--- src/rtl/lsu_pkg.sv ---
// Shared types, funct3 codes and lane helpers for the load/store memory port.
package lsu_pkg;

   localparam int unsigned XLEN     = 32;
   localparam int unsigned F3_WIDTH = 3;
   localparam int unsigned OFF_W    = 2;
   localparam int unsigned LANES    = XLEN / 8;

   localparam logic [F3_WIDTH-1:0] F3_B  = 3'b000;
   localparam logic [F3_WIDTH-1:0] F3_H  = 3'b001;
   localparam logic [F3_WIDTH-1:0] F3_W  = 3'b010;
   localparam logic [F3_WIDTH-1:0] F3_BU = 3'b100;
   localparam logic [F3_WIDTH-1:0] F3_HU = 3'b101;

   typedef enum logic [1:0] {
      IDLE,
      READ,
      WRITE,
      RESP
   } lsu_state_t;

   // Request fields kept for the lifetime of one transaction.
   typedef struct packed {
      logic                store;
      logic [F3_WIDTH-1:0] funct3;
      logic [OFF_W-1:0]    off;
      logic [XLEN-1:0]     wdata;
   } lsu_req_t;

   function automatic logic [LANES-1:0] byte_mask(input logic [F3_WIDTH-1:0] funct3,
                                                  input logic [OFF_W-1:0]    off);
      case (funct3)
         F3_B, F3_BU: return 4'b0001 << off;
         F3_H, F3_HU: return 4'b0011 << {off[1], 1'b0};
         default:     return 4'b1111;
      endcase
   endfunction

   function automatic logic [XLEN-1:0] load_extend(input logic [XLEN-1:0]     word,
                                                   input logic [F3_WIDTH-1:0] funct3,
                                                   input logic [OFF_W-1:0]    off);
      logic [XLEN-1:0] byte_sh;
      logic [XLEN-1:0] half_sh;
      byte_sh = word >> {off, 3'b000};
      half_sh = word >> {off[1], 4'b0000};
      case (funct3)
         F3_B:    return {{24{byte_sh[7]}}, byte_sh[7:0]};
         F3_BU:   return {24'd0, byte_sh[7:0]};
         F3_H:    return {{16{half_sh[15]}}, half_sh[15:0]};
         F3_HU:   return {16'd0, half_sh[15:0]};
         default: return word;
      endcase
   endfunction

endpackage

--- src/rtl/lsu_mem_port_align.sv ---
// Lane alignment: load extract/extend and sub-word store merge into the old word.
module lsu_align
   import lsu_pkg::*;
(
   input  logic [XLEN-1:0]     word,
   input  logic [F3_WIDTH-1:0] funct3,
   input  logic [OFF_W-1:0]    off,
   input  logic [XLEN-1:0]     wdata,
   output logic [XLEN-1:0]     load_data_c,
   output logic [XLEN-1:0]     merge_data_c
);

   logic [LANES-1:0] mask;
   logic [XLEN-1:0]  lanes;
   logic [XLEN-1:0]  bit_mask;

   // Store data is replicated across lanes, then the byte mask picks the live ones.
   always_comb begin
      mask     = byte_mask(funct3, off);
      bit_mask = '0;
      case (funct3)
         F3_B:    lanes = {4{wdata[7:0]}};
         F3_H:    lanes = {2{wdata[15:0]}};
         default: lanes = wdata;
      endcase
      for (int i = 0; i < int'(LANES); i++) begin
         bit_mask[8*i +: 8] = {8{mask[i]}};
      end
      merge_data_c = (word & ~bit_mask) | (lanes & bit_mask);
      load_data_c  = load_extend(word, funct3, off);
   end

endmodule

--- src/rtl/lsu_mem_port.sv ---
// Load/store initiator for a single-port word memory; sub-word stores use read-modify-write.
module lsu_mem_port
   import lsu_pkg::*;
#(
   parameter int unsigned ADDR_WIDTH = 10
) (
   input  logic                  clk,
   input  logic                  rst,
   input  logic                  req_valid,
   output logic                  req_ready,
   input  logic [2:0]            req_funct3,
   input  logic                  req_store,
   input  logic [31:0]           req_addr,
   input  logic [31:0]           req_wdata,
   output logic                  resp_valid,
   input  logic                  resp_ready,
   output logic [31:0]           resp_rdata,
   output logic                  resp_err,
   output logic                  mem_we,
   output logic [ADDR_WIDTH-1:0] mem_addr,
   output logic [31:0]           mem_wdata,
   input  logic [31:0]           mem_rdata
);

   lsu_state_t            state_q, state_d;
   lsu_req_t              req_q, req_d;
   logic                  resp_valid_d;
   logic [XLEN-1:0]       resp_rdata_d;
   logic                  resp_err_d;
   logic                  mem_we_q, mem_we_d;
   logic [ADDR_WIDTH-1:0] mem_addr_d;
   logic [XLEN-1:0]       mem_wdata_d;
   logic                  misaligned_c, out_of_range_c, illegal_c, req_err_c;
   logic [XLEN-1:0]       load_data_c, merge_data_c;

   assign req_ready = (state_q == IDLE) && !rst;
   // A write already set up for this cycle is suppressed immediately by reset.
   assign mem_we    = mem_we_q && !rst;

   always_comb begin
      misaligned_c   = ((req_funct3[1:0] == 2'b01) && req_addr[0]) ||
                       ((req_funct3[1:0] == 2'b10) && (req_addr[1:0] != 2'b00));
      out_of_range_c = (req_addr >> (ADDR_WIDTH + 2)) != 32'd0;
      if (req_store) begin
         illegal_c = req_funct3 > F3_W;
      end else begin
         illegal_c = (req_funct3 == 3'b011) || (req_funct3 == 3'b110) ||
                     (req_funct3 == 3'b111);
      end
      req_err_c = misaligned_c || out_of_range_c || illegal_c;
   end

   lsu_align u_align (
      .word         (mem_rdata),
      .funct3       (req_q.funct3),
      .off          (req_q.off),
      .wdata        (req_q.wdata),
      .load_data_c  (load_data_c),
      .merge_data_c (merge_data_c)
   );

   // Next-state and next-output logic; every output below is registered.
   always_comb begin
      state_d      = state_q;
      req_d        = req_q;
      resp_valid_d = resp_valid;
      resp_rdata_d = resp_rdata;
      resp_err_d   = resp_err;
      mem_we_d     = 1'b0;
      mem_addr_d   = mem_addr;
      mem_wdata_d  = mem_wdata;
      case (state_q)
         IDLE: begin
            if (req_valid) begin
               req_d = '{store: req_store, funct3: req_funct3,
                         off: req_addr[1:0], wdata: req_wdata};
               if (req_err_c) begin
                  resp_valid_d = 1'b1;
                  resp_rdata_d = '0;
                  resp_err_d   = 1'b1;
                  state_d      = RESP;
               end else begin
                  mem_addr_d = req_addr[ADDR_WIDTH+1:2];
                  if (req_store && (req_funct3 == F3_W)) begin
                     mem_we_d    = 1'b1;
                     mem_wdata_d = req_wdata;
                     state_d     = WRITE;
                  end else begin
                     state_d = READ;
                  end
               end
            end
         end
         READ: begin
            if (req_q.store) begin
               mem_we_d    = 1'b1;
               mem_wdata_d = merge_data_c;
               state_d     = WRITE;
            end else begin
               resp_valid_d = 1'b1;
               resp_rdata_d = load_data_c;
               resp_err_d   = 1'b0;
               state_d      = RESP;
            end
         end
         WRITE: begin
            resp_valid_d = 1'b1;
            resp_rdata_d = '0;
            resp_err_d   = 1'b0;
            state_d      = RESP;
         end
         RESP: begin
            if (resp_ready) begin
               resp_valid_d = 1'b0;
               state_d      = IDLE;
            end
         end
         default: state_d = IDLE;
      endcase
   end

   always_ff @(posedge clk) begin
      if (rst) begin
         state_q    <= IDLE;
         req_q      <= '0;
         resp_valid <= 1'b0;
         resp_rdata <= '0;
         resp_err   <= 1'b0;
         mem_we_q   <= 1'b0;
         mem_addr   <= '0;
         mem_wdata  <= '0;
      end else begin
         state_q    <= state_d;
         req_q      <= req_d;
         resp_valid <= resp_valid_d;
         resp_rdata <= resp_rdata_d;
         resp_err   <= resp_err_d;
         mem_we_q   <= mem_we_d;
         mem_addr   <= mem_addr_d;
         mem_wdata  <= mem_wdata_d;
      end
   end

endmodule

--- config.mk ---
export PLATFORM = sky130hd
export DESIGN_NAME = lsu_mem_port
export DESIGN_NICKNAME = d
export VERILOG_FILES = /design/src/rtl/lsu_pkg.sv /design/src/rtl/lsu_mem_port_align.sv /design/src/rtl/lsu_mem_port.sv
export SDC_FILE = /design/constraint.sdc
export NUM_CORES = 1
export LEC_CHECK = 0
export CAP_MARGIN = 15
export CORE_MARGIN = 2
export CORE_UTILIZATION = 42
export DETAILED_ROUTE_END_ITERATION = 8
export GPL_TIMING_DRIVEN = 0
export PLACE_DENSITY = 0.83
export SKIP_CTS_REPAIR_TIMING = 1
export SLEW_MARGIN = 40
export SYNTH_ARGS = -nofsm -noshare
export SYNTH_HDL_FRONTEND = slang
export SYNTH_SLANG_ARGS = --single-unit
--- constraint.sdc ---
create_clock -name clk -period 3.36 [get_ports clk]
set_input_delay 0.672 -clock clk [delete_from_list [all_inputs] [get_ports clk]]
set_output_delay 0.672 -clock clk [all_outputs]
set_load 0.02 [all_outputs]
==> results.cfg <==
[synthesis]
synth-main-ff-cell = dfxtp_1
synth_top_family_by_area = compound AO/OA/AOI/OAI gates
synth_edf_count = 0
synth_xor_area_frac = 0
yosysTopAreaCell = dfxtp_1
ys_seq_area_frac = 0.3750
synth-compound-area-share = 0.2594
syn_inst = 776
async_reset_ff_frac = 0
synth_seq_cells = 117
synth.area.mux_share = 0.09335
synth_top_area_share = 0.3750
synthAdderAreaFrac = 0.01002
synthTopCellsByArea = dfxtp_1 38%, nand2_1 7.6%, mux2i_1 7.5%
avgSynthCellArea_um2 = 8.049
yosys.area_share.simple = 0.1985
synth_warnings = 0
syn_nets = 885
netlist_area_um2 = 6246
synth_cell_types = 56

[setup_path]
critPathBufInv = 4
slowest_stage = clkdlybuf4s50_1
cp_slowest_stage_delay_ps = 540
crit_type = primary input to output port
path_cells = clkdlybuf4s50_1 -> clkbuf_1 -> clkbuf_2 -> nor2b_1 -> clkdlybuf4s50_1
cpMostUsedCell = clkdlybuf4s50_1
required_ps = 2690
crit_family = buffers and inverters
crit_fanout = 10
critPathCaptureType = output port
cp.arrival_ps = 2590
startpoint_type = primary input
reg2reg_slack_ps = 720

[drt]
ant_nets = 0
vias = 6838
firstDrtPassIters = 6
drc = 0
wl_um = 22960
drt_iter0_drc = 933
vias_per_cell = 5.829
wl_per_cell_um = 19.57

[clock_tree]
cts_root_buf = clkbuf_16
clock_sinks = 117
cts_inserted_buffers = 17
clk_pin_slew_ps = 60
tritoncts = done
clock_latency_ps = 430
h-tree-depth = 4
cts.path.max_buffers = 2

[die]
die_y_um = 126.0
core_um2 = 14530
die-width_um = 126.0
rows = 44
start_util = 0.4298
dieArea_um2 = 15860
io_pins = 182

[power_and_ir_drop]
total_power_mw = 5.816
powerDensity_nw_per_um2 = 651.2
p_leak_nw = 3.365
ir_worst_vdd_uv = 341.7

[timing]
fin_crit_sh = 0.9698
setup_viol = 0
setup_ws_ps = 101.5
hold_viol = 0
slew_violations = 0
whs_ps = 448.5
rsz0062_at_grt = false
worst_pin_slew_ps = 761.1
finalSetupTns_ps = 0
max_slew_margin = 0.4926
finClkSkew_ps = 10.77
max_freq_mhz = 306.9
period_minus_slack_ps = 3258

[global_route]
grt_max_degree = 17
grt_pass1_vias = 6380
grt_pass1_wl_um = 34960
overflow = 0
track_usage = 0.2819
antenna_found_initial = 0

[placed_design]
place.port_buffers = 181
place_ws_ps = -30.09
dp_hpwl_um = 17150
place_congestion = 0.9988

[final_layout]
n_antenna_cell = 0
final_layout_size_suffix_gt1_frac = 0.09201
nets = 1085
area_growth_pct = 42.99
final_util = 0.6145
final_common_cell = clkdlybuf4s50_1
layout_common_cells = 181 x clkdlybuf4s50_1, 127 x nand2_1, 117 x dfxtp_1, 85 x a21oi_1, 50 x clkbuf_1

[run_status]
outcome = completed

[hold_path]
hold_class = flip-flop to flip-flop

[run]
cap_violations = 0
## logic make-up (layout without fill, tap and decap cells)
group	count (synthesis)	after routing
AO/OA/AOI/OAI	243	243
adder cells (fa/ha/maj)	5	5
buffers and inverters	98	311
flip-flops	117	117
multiplexers	56	56
AND/OR/NAND/NOR	257	257
## flip-flops by register name (all words and copies together) (netlist names)
signal,flops
resp_valid,1
resp_err,1
mem_addr,10
mem_we_q,1
state_q,2
mem_wdata,32
resp_rdata,32
req_q,38
## cells in the mapped netlist (9+ instances only)
cell type  count
a211oi_1      16
a31o_2        16
buf_2         15
mux2i_1       47
or2_2         10
clkbuf_1      51
nand2b_1      23
o211ai_1      24
dfxtp_1      117
inv_1         25
a21oi_1       85
nand2_1      127
nand3_1        9
o221ai_1      15
nor2_1        10
nor3_1        34
o21ai_0       38
nor2b_1       11
o211a_1       16
## area by class of cell
| type | count | area (µm²) |
|---|---|---|
| Fill cell | 1294 | 5603 |
| Multi-Input combinational cell | 561 | 3506 |
| Sequential cell | 117 | 2342 |
| Timing Repair Buffer | 181 | 1812 |
| Clock buffer | 20 | 466.7 |
| Buffer | 71 | 297.8 |
| Tap cell | 184 | 230.2 |
| Clock inverter | 12 | 175.2 |
| Inverter | 27 | 101.3 |
## worst paths after layout
kind                                   from             end  cells past startpoint
worst min register to register  mem_addr[4]     mem_addr[4]                      2
worst max-delay path                    rst          mem_we                      5
worst max register to register   state_q[0]  resp_rdata[10]                     10
worst min-delay path            mem_addr[4]     mem_addr[4]                      2
## layer usage
layer / track usage / part of all wire
met5: 0 / 0
met4: 0.1319 / 0.044
met3: 0.05990 / 0.10
met2: 0.4434 / 0.45
met1: 0.3704 / 0.41
## stage by stage
stage	std cells	instance area, µm²
global route	1173	8931
detailed placement	1141	8288
CTS	1173	8930
finish	1173	8931
global placement	1141	8288
floorplan	776	6246
## worst reg2reg max path, cell delays in order, from the launching register on
cell and delay [ps]:
dfxtp_1 400, inv_1 80, ha_1 190, buf_2 170, nor2b_1 160, a21oi_1 260
nand2b_1 90, clkbuf_1 220, nor2_2 460, buf_4 290, mux2i_1 220
## where the power goes
| group | internal, mW | switching, mW |
|---|---|---|
| Sequential | 1.58 | 0.138 |
| Clock | 1.30 | 0.681 |
| Combinational | 0.858 | 1.26 |
(Power assumes the default switching activity.)
